**src/rtl/pwm_meter.sv**
```systemverilog
// pwm_meter: measures high time and period of each complete cycle of an asynchronous PWM line.
// Optional feature macro PWM_METER_TIMEOUT_EN: flags a line held static until the period count saturates.
module pwm_meter #(
    parameter int CNT_W       = 12,
    parameter int SYNC_STAGES = 2
) (
    input  logic             clk,
    input  logic             rst,
    input  logic             pwm_in,
    output logic [CNT_W-1:0] high_cnt,
    output logic [CNT_W-1:0] period_cnt,
    output logic             meas_valid,
    output logic             ovf,
    output logic             duty_inc,
    output logic             duty_dec,
    output logic             stuck,
    output logic             stuck_level
);

    typedef enum logic [1:0] {
        ST_IDLE = 2'd0,
        ST_HIGH = 2'd1,
        ST_LOW  = 2'd2
    } state_t;

    localparam logic [CNT_W-1:0] CNT_MAX  = {CNT_W{1'b1}};
    localparam logic [CNT_W-1:0] CNT_ONE  = {{(CNT_W-1){1'b0}}, 1'b1};
    localparam logic [CNT_W-1:0] CNT_ZERO = {CNT_W{1'b0}};

    function automatic logic [CNT_W-1:0] sat_inc(input logic [CNT_W-1:0] v);
        logic [CNT_W-1:0] res;
        if (v == CNT_MAX) begin
            res = CNT_MAX;
        end else begin
            res = v + CNT_ONE;
        end
        return res;
    endfunction

    logic [SYNC_STAGES-1:0] sync_r;
    logic                   prev_r;
    logic                   lvl_s;
    logic                   rise_s;
    logic                   fall_s;

    state_t                 state_r;
    state_t                 state_nxt_s;
    logic [CNT_W-1:0]       hacc_r;
    logic [CNT_W-1:0]       hacc_nxt_s;
    logic [CNT_W-1:0]       hacc_inc_s;
    logic [CNT_W-1:0]       pacc_r;
    logic [CNT_W-1:0]       pacc_nxt_s;
    logic [CNT_W-1:0]       pacc_inc_s;
    logic                   sat_r;
    logic                   sat_nxt_s;
    logic                   first_r;
    logic                   first_nxt_s;
    logic                   publish_s;
    logic                   inc_s;
    logic                   dec_s;

    logic [CNT_W-1:0]       high_cnt_r;
    logic [CNT_W-1:0]       period_cnt_r;
    logic                   meas_valid_r;
    logic                   ovf_r;
    logic                   duty_inc_r;
    logic                   duty_dec_r;

`ifdef PWM_METER_TIMEOUT_EN
    logic                   stuck_r;
    logic                   stuck_nxt_s;
    logic                   stuck_level_r;
    logic                   stuck_level_nxt_s;
    logic                   timeout_s;
`endif

    // Input synchronizer and edge history, preset high so a line already high at reset gives no rise
    always_ff @(posedge clk) begin
        if (rst) begin
            sync_r <= {SYNC_STAGES{1'b1}};
            prev_r <= 1'b1;
        end else begin
            sync_r <= {sync_r[SYNC_STAGES-2:0], pwm_in};
            prev_r <= sync_r[SYNC_STAGES-1];
        end
    end

    assign lvl_s      = sync_r[SYNC_STAGES-1];
    assign rise_s     = lvl_s & ~prev_r;
    assign fall_s     = ~lvl_s & prev_r;
    assign hacc_inc_s = sat_inc(hacc_r);
    assign pacc_inc_s = sat_inc(pacc_r);
    assign inc_s      = ~first_r & (hacc_r > high_cnt_r);
    assign dec_s      = ~first_r & (hacc_r < high_cnt_r);

    // Measurement FSM: next state, accumulator updates and publish decision
    always_comb begin
        state_nxt_s = state_r;
        hacc_nxt_s  = hacc_r;
        pacc_nxt_s  = pacc_r;
        sat_nxt_s   = sat_r;
        first_nxt_s = first_r;
        publish_s   = 1'b0;
`ifdef PWM_METER_TIMEOUT_EN
        stuck_nxt_s       = stuck_r;
        stuck_level_nxt_s = stuck_level_r;
        timeout_s         = 1'b0;
`endif
        case (state_r)
            ST_IDLE: begin
                if (rise_s) begin
                    state_nxt_s = ST_HIGH;
                    hacc_nxt_s  = CNT_ONE;
                    pacc_nxt_s  = CNT_ONE;
                    sat_nxt_s   = 1'b0;
`ifdef PWM_METER_TIMEOUT_EN
                    stuck_nxt_s       = 1'b0;
                    stuck_level_nxt_s = 1'b0;
`endif
                end else begin
                    state_nxt_s = ST_IDLE;
                end
            end
            ST_HIGH: begin
                if (fall_s) begin
                    state_nxt_s = ST_LOW;
                    pacc_nxt_s  = pacc_inc_s;
                    sat_nxt_s   = sat_r | (pacc_inc_s == CNT_MAX);
                end else begin
                    hacc_nxt_s = hacc_inc_s;
                    pacc_nxt_s = pacc_inc_s;
                    sat_nxt_s  = sat_r | (hacc_inc_s == CNT_MAX) | (pacc_inc_s == CNT_MAX);
                end
            end
            ST_LOW: begin
                if (rise_s) begin
                    publish_s   = 1'b1;
                    state_nxt_s = ST_HIGH;
                    hacc_nxt_s  = CNT_ONE;
                    pacc_nxt_s  = CNT_ONE;
                    sat_nxt_s   = 1'b0;
                    first_nxt_s = 1'b0;
                end else begin
                    pacc_nxt_s = pacc_inc_s;
                    sat_nxt_s  = sat_r | (pacc_inc_s == CNT_MAX);
                end
            end
            default: begin
                state_nxt_s = ST_IDLE;
                hacc_nxt_s  = CNT_ZERO;
                pacc_nxt_s  = CNT_ZERO;
                sat_nxt_s   = 1'b0;
                first_nxt_s = 1'b1;
            end
        endcase
`ifdef PWM_METER_TIMEOUT_EN
        // A period count about to saturate means the line has stopped toggling
        timeout_s         = (state_r != ST_IDLE) && !publish_s && (pacc_nxt_s == CNT_MAX);
        state_nxt_s       = timeout_s ? ST_IDLE : state_nxt_s;
        first_nxt_s       = timeout_s ? 1'b1 : first_nxt_s;
        stuck_nxt_s       = timeout_s ? 1'b1 : stuck_nxt_s;
        stuck_level_nxt_s = timeout_s ? lvl_s : stuck_level_nxt_s;
`endif
    end

    // FSM state and accumulator registers
    always_ff @(posedge clk) begin
        if (rst) begin
            state_r <= ST_IDLE;
            hacc_r  <= CNT_ZERO;
            pacc_r  <= CNT_ZERO;
            sat_r   <= 1'b0;
            first_r <= 1'b1;
`ifdef PWM_METER_TIMEOUT_EN
            stuck_r       <= 1'b0;
            stuck_level_r <= 1'b0;
`endif
        end else begin
            state_r <= state_nxt_s;
            hacc_r  <= hacc_nxt_s;
            pacc_r  <= pacc_nxt_s;
            sat_r   <= sat_nxt_s;
            first_r <= first_nxt_s;
`ifdef PWM_METER_TIMEOUT_EN
            stuck_r       <= stuck_nxt_s;
            stuck_level_r <= stuck_level_nxt_s;
`endif
        end
    end

    // Published measurement registers, held between publishes
    always_ff @(posedge clk) begin
        if (rst) begin
            high_cnt_r   <= CNT_ZERO;
            period_cnt_r <= CNT_ZERO;
            meas_valid_r <= 1'b0;
            ovf_r        <= 1'b0;
            duty_inc_r   <= 1'b0;
            duty_dec_r   <= 1'b0;
        end else begin
            meas_valid_r <= publish_s;
            if (publish_s) begin
                high_cnt_r   <= hacc_r;
                period_cnt_r <= pacc_r;
                ovf_r        <= sat_r;
                duty_inc_r   <= inc_s;
                duty_dec_r   <= dec_s;
            end
        end
    end

    assign high_cnt   = high_cnt_r;
    assign period_cnt = period_cnt_r;
    assign meas_valid = meas_valid_r;
    assign ovf        = ovf_r;
    assign duty_inc   = duty_inc_r;
    assign duty_dec   = duty_dec_r;
`ifdef PWM_METER_TIMEOUT_EN
    assign stuck       = stuck_r;
    assign stuck_level = stuck_level_r;
`else
    assign stuck       = 1'b0;
    assign stuck_level = 1'b0;
`endif

endmodule

```
**config.mk**
```make
export PLATFORM = sky130hd
export DESIGN_NAME = pwm_meter
export DESIGN_NICKNAME = d
export VERILOG_FILES = /design/src/rtl/pwm_meter.sv
export SDC_FILE = /design/constraint.sdc
export NUM_CORES = 1
export LEC_CHECK = 0
export CORE_ASPECT_RATIO = 1.2
export CORE_MARGIN = 1.5
export CORE_UTILIZATION = 60
export DETAILED_ROUTE_END_ITERATION = 8
export DONT_BUFFER_PORTS = 1
export GPL_ROUTABILITY_DRIVEN = 0
export GPL_TIMING_DRIVEN = 0
export PLACE_DENSITY_LB_ADDON = 0.1
export SETUP_SLACK_MARGIN = 0.3
export SLEW_MARGIN = 20
export SYNTH_ARGS = -nofsm -noshare
export SYNTH_HDL_FRONTEND = slang
export SYNTH_SLANG_ARGS = --single-unit
```
**constraint.sdc**
```tcl
create_clock -name clk -period 2.7 [get_ports clk]
set_clock_uncertainty 0.15 [all_clocks]
set_input_delay 0.135 -clock clk [delete_from_list [all_inputs] [get_ports clk]]
set_output_delay 0.135 -clock clk [all_outputs]
set_load 0.01 [all_outputs]
```
# Yosys cells after proc, flatten, opt, wreduce, memory -nomap -nowiden
# Cells that the tools add are included.
# totals
ff_bits	59
latchBits	0
ram_bits	0
romBits	0
input_bits	3
out_inout_bits	30
wordCells	63
memories	0
# op_classes
n_addsub	2
n_mul	0
div_mod_pow	0
order_cmp	2
n_eq_ne	11
n_shift	0
muxes	18
bitwise_logic	11
reduce_logical	6
# ops
operator	count
12-bit 2-to-1 mux	5
12-bit == test, second input constant	4
12-bit case mux with 3 select lines	1
12-bit by 1-bit adder with 12-bit output, second input constant	2
12-bit case mux with 2 select lines	1
12-bit greater-than comparator	1
12-bit less-than comparator	1
2-bit inequality test, second input constant	4
1-bit 2-to-1 mux	6
2-bit case mux with 3 select lines	1
2-bit AND reduction	3
1-bit bitwise AND	4
2-bit 2-to-1 mux	2
1-bit NOT	4
2-bit OR reduction	2
1-bit OR	3
1-bit case mux with 3 select lines	1
2-bit by 1-bit == test with 1-bit output, second input constant	1
2-bit == test, second input constant	1
2-bit zero test	1
2-bit by 1-bit inequality test with 1-bit output, second input constant	1
1-bit case mux with 2 select lines	1

# Depth between registers and ports, before layout
# depth
word_depth	7
mapped_depth	9
depth_no_buf	8

# Worst setup path after synthesis
# No wires, ideal clock.
# synth_path
path_type	register to register
from	register pacc_r[0]
to	register sat_r
setup_ps	103
arrival_ps	1847
t_required_ps	2447
slack_ps	599
path_stages_with_launch	9
path_buffers	1
synth_period_minus_slack_ps	2101
cell_sequence	dfxtp_1 ha_1 clkbuf_1 nand3b_1 o21ai_0 a41oi_1 o41ai_1 a31oi_1 a2111oi_2
# synth_between
elab_chain_cells	6
word_cells_on_any_way	9
classes_between	add/sub: 1; eq/ne: 2; mux: 4; bitwise: 2
# synth_rtl
element	line	source
start: declaration	51	logic [CNT_W-1:0] pacc_r;
start signal: assignment	181	pacc_r <= pacc_nxt_s;
12-bit by 1-bit adder with 12-bit output or 12-bit == test (tied branches)	35, 32	
12-bit 2-to-1 mux (*)	32	if (v == CNT_MAX) begin
12-bit == test (*)	128, 132, 145	
1-bit OR (on tied branches)	128, 145, 132	
1-bit 2-to-1 mux (on tied branches)	136, 125	
1-bit case mux with 3 select lines (*)	109	case (state_r)
end signal: assignment	182	sat_r <= sat_nxt_s;
end: declaration	54	logic sat_r;
# Mark *: on every way between the ends. The rest lies on a longest branch, timed or not.
# A chain may end at the register's enable or synchronous reset.

# Final worst setup path
# layout_path
from	register state_r[0]
to	register hacc_r[5]
# layout_between
elab_chain_cells	4
word_cells_on_any_way	8
classes_between	eq/ne: 4; mux: 1; reduce/logical: 3
# layout_rtl
element	line	source
start: declaration	46	state_t state_r;
start signal: assignment	179	state_r <= state_nxt_s;
2-bit == test or 2-bit zero test (tied branches)	109	
2-bit OR reduction (no line)	--	
2-bit by 1-bit inequality test with 1-bit output (no line)	--	
2-bit AND reduction (no line)	--	
end signal: assignment	180	hacc_r <= hacc_nxt_s;
end: declaration	48	logic [CNT_W-1:0] hacc_r;
# Parallel ways exist; a longest one is shown, timed or not.

==> impl_metrics.py <==
metrics = {
    "global_routing": {
        "track_usage_pct": 28.97,
        "grt_first_pass_wirelength_um": 13500,
        "gr-total-overflow": 0,
        "grt_max_degree": 12,
        "antenna_found_initial": 0,
        "grt_pass1_vias": 2939,
    },
    "final_layout": {
        "nFillCells": 451,
        "final_cell_mix": "nand2_1 (80), dfxtp_1 (53), a21oi_1 (51)",
        "layout_commonest_cell": "nand2_1",
        "areaGrowthSynthToFinish_pct": 12.22,
        "drive_gt1_share_pct": 12.90,
        "post-route-util_pct": 69.28,
        "nets": 459,
        "diodes": 0,
    },
    "setup_path": {
        "cp_slowest_cell": "maj3_1",
        "critPathMaxFanout": 10,
        "max_stage_delay_ns": 0.38,
        "criticalPathCategory": "flop to flop",
        "reg2reg_depth": 9,
        "reg2reg_from": "state_r[0]",
        "worstPathRequired_ns": 2.76,
        "path_buf_inv": 2,
        "reg2reg_to": "hacc_r[5]",
        "r2r_slack_ns": 0.42,
        "startpoint_type": "flop",
        "worstSetupEndpointType": "flop",
        "arrival_ns": 2.34,
        "crit_chain": "inv_1 -> ha_4 -> nor2_2 -> maj3_1 -> and2_1 -> nor2b_2 -> clkbuf_4 -> a21oi_1 -> o32ai_1",
        "cp_top_family": "adder cells",
    },
    "timing": {
        "period_share_pct": 84.49,
        "max-slew-margin-rel_pct": 58.01,
        "hold_violations": 0,
        "worstMarginPinSlew_ns": 0.6241,
        "setup_viol": 0,
        "grt_setup_unrepaired": "false",
        "slew_viol_final": 0,
        "hold-worst-slack_ns": 0.1866,
        "finalSetupTns_ns": 0,
        "fmax_mhz": 438.4,
        "fin_crit_ns": 2.281,
    },
    "synth": {
        "yosysWarnings": 0,
        "seq_area_frac_synth_pct": 36.62,
        "netlist_top_cells_area": "dfxtp_1 (37%), nand2_1 (9.3%), a21oi_1 (7.9%)",
        "synth_edf_count": 0,
        "async_flop_share_pct": 0,
        "syn-mean-instance-area_sq_um": 7.608,
        "yosysTopAreaCell": "dfxtp_1",
        "ys_types": 54,
        "synthCells": 424,
        "ys_dominant_reg_cell": "dfxtp_1",
        "netlist_area_sq_um": 3226,
        "synth_top_area_share_pct": 36.62,
        "synth-seq-cells": 59,
    },
    "clock_network": {
        "cts.sinks": 59,
        "cts_tree": "yes",
        "insertion_delay_ns": 0.35,
        "clock_path_buffers": 2,
        "root_buffer": "clkbuf_8",
        "clk_pin_slew_worst_paths_ns": 0.07,
        "cts_made_buffers": 9,
        "postCtsSetupBuffers": 0,
        "cts_htree_levels": 3,
    },
    "routing": {
        "drt-total-wl_um": 8005,
        "ant_nets": 0,
        "via_per_inst": 6.087,
        "wl_per_cell_um": 15.88,
        "drt-initial-drc-count": 156,
        "drc": 0,
        "vias": 3068,
        "drt-pass1-iter-count": 6,
    },
    "placement": {
        "dpl.hpwl_um": 5766,
        "numPortBuffers": 0,
    },
    "power_and_ir_drop": {
        "power.density_nw_per_um2": 506.5,
        "ir_worst_vdd_mv": 0.4257,
        "leakage_nw": 1.327,
    },
    "floorplan": {
        "fp.dieW_um": 69.93,
        "rows": 29,
        "core_area_sq_um": 5225,
        "die-area_sq_um": 5827,
        "start_util_pct": 61.73,
        "die_h_um": 83.32,
        "ios": 33,
    },
    "min_path": {
        "min_path_cells": 3,
        "hp-class": "primary input to flop",
        "hold_end": "hacc_r[5]",
        "min_from": "rst",
    },
    "flow_run": {
        "maxCapViolCount": 0,
    },
    "outcome": {
        "status": "completed",
    },
}
through the flow:
| step | cells | area [sq um] | setup slack [ns] | power [mW] |
|---|---|---|---|---|
| CTS | 504 | 3551 | 0.2807 | 1.837 |
| global route | 504 | 3620 | 0.3054 | 1.886 |
| global placement | 487 | 3307 | 0.05582 | 0.9521 |
| floorplan | 425 | 3229 | 0.5993 | 0.9373 |
| detailed placement | 487 | 3307 | 0.03512 | 0.9533 |
| finish | 504 | 3620 | 0.4188 | 1.833 |
state kept, by name (all words and copies together), names as in the netlist:
register,flops
prev_r,1
ovf,1
state_r,2
sat_r,1
period_cnt,12
meas_valid,1
duty_dec,1
high_cnt,12
first_r,1
pacc_r,12
hacc_r,12
duty_inc,1
sync_r,2
tightest hold or removal path, delay by kind of cell:
| family | cells | cell delay (ns) |
|---|---|---|
| and+or+nand+nor | 1 | 0.20 |
| buffers and inverters | 1 | 0.19 |
| AOI/OAI and AO/OA | 1 | 0.10 |
cells in the mapped netlist, types with 2 or more instances:
library cell  number
nor2b_1            3
nor3_1             9
nand2_1           80
a21o_1             4
o32ai_1            2
nand3_1           13
o21ai_0           31
a22o_1             6
o21a_1             3
xor2_1             2
maj3_1             2
nor4_1             5
nand3b_1           3
clkbuf_1          13
ha_1              19
nand2b_1           5
buf_2              9
buf_1              2
nor3_2             2
a21oi_1           51
a31oi_1            7
and3_1             2
dfxtp_1           59
nand4b_1           5
nand4_1            6
a41oi_1            2
buf_4              2
nor3b_1            3
and2_1             5
inv_1             22
or2_2              3
nor2_1            22
logic make-up (layout without fill, tap and decap cells):
family                     after synthesis  in the layout  share of synthesized area (%)
buffers and inverters                   48             65                          6.168
xor gates and xnor gates                 2              2                         0.5432
DFF                                     59             59                          36.62
other                                    1              2                         0.1163
AOI/OAI and AO/OA                      120            120                          22.27
and+or+nand+nor                        173            173                          26.30
adders and majority gates               21             21                          7.991
how the worst max path moves through the flow:
stage                      to  slack (ns)        from  cells past startpoint
floorplan               sat_r        0.60   pacc_r[0]                      8
global placement        sat_r        0.06   pacc_r[0]                      8
detailed placement      sat_r        0.04   pacc_r[0]                      8
CTS                     sat_r        0.28   hacc_r[0]                      7
global route            sat_r        0.31   hacc_r[7]                      6
finish              hacc_r[5]        0.42  state_r[0]                      9
power breakdown:
part	total [mW]	internal, mW	switching, mW
Combinational	0.0569	0.0192	0.0378
Sequential	0.880	0.874	0.00636
Clock	0.896	0.515	0.381
Total	1.83	1.41	0.425
layer usage:
metal / vias to the layer above / part of all wire [%] / routed length, um / track usage, %
met4: 0 / 3.5 / 281 / 14.51
met5: - / 0 / 0 / 0
met3: 26 / 3.7 / 296 / 7.282
met2: 92 / 51 / 4113 / 49.70
li1: 1520 / - / - / -
met1: 1430 / 41 / 3314 / 33.05
area by class of cell:
class | instances | area [sq um] | area share [%]
clock inverters | 7 | 92.59 | 2.558
well taps | 62 | 77.57 | 2.143
multi-input cells | 318 | 1922 | 53.09
repair buffers | 1 | 10.01 | 0.2765
plain buffers | 26 | 122.6 | 3.387
flip-flops and latches | 59 | 1189 | 32.84
inverters | 22 | 82.58 | 2.281
clock buffers | 9 | 123.9 | 3.422
timing repair:
item	CTS	global route
hold buffers	1	0
setup endpoints to repair	10	31
gates resized for setup	4	22
pin swaps	0	1
hold endpoints to repair	1	0
No activity file was read; power rests on OpenSTA's default activity.
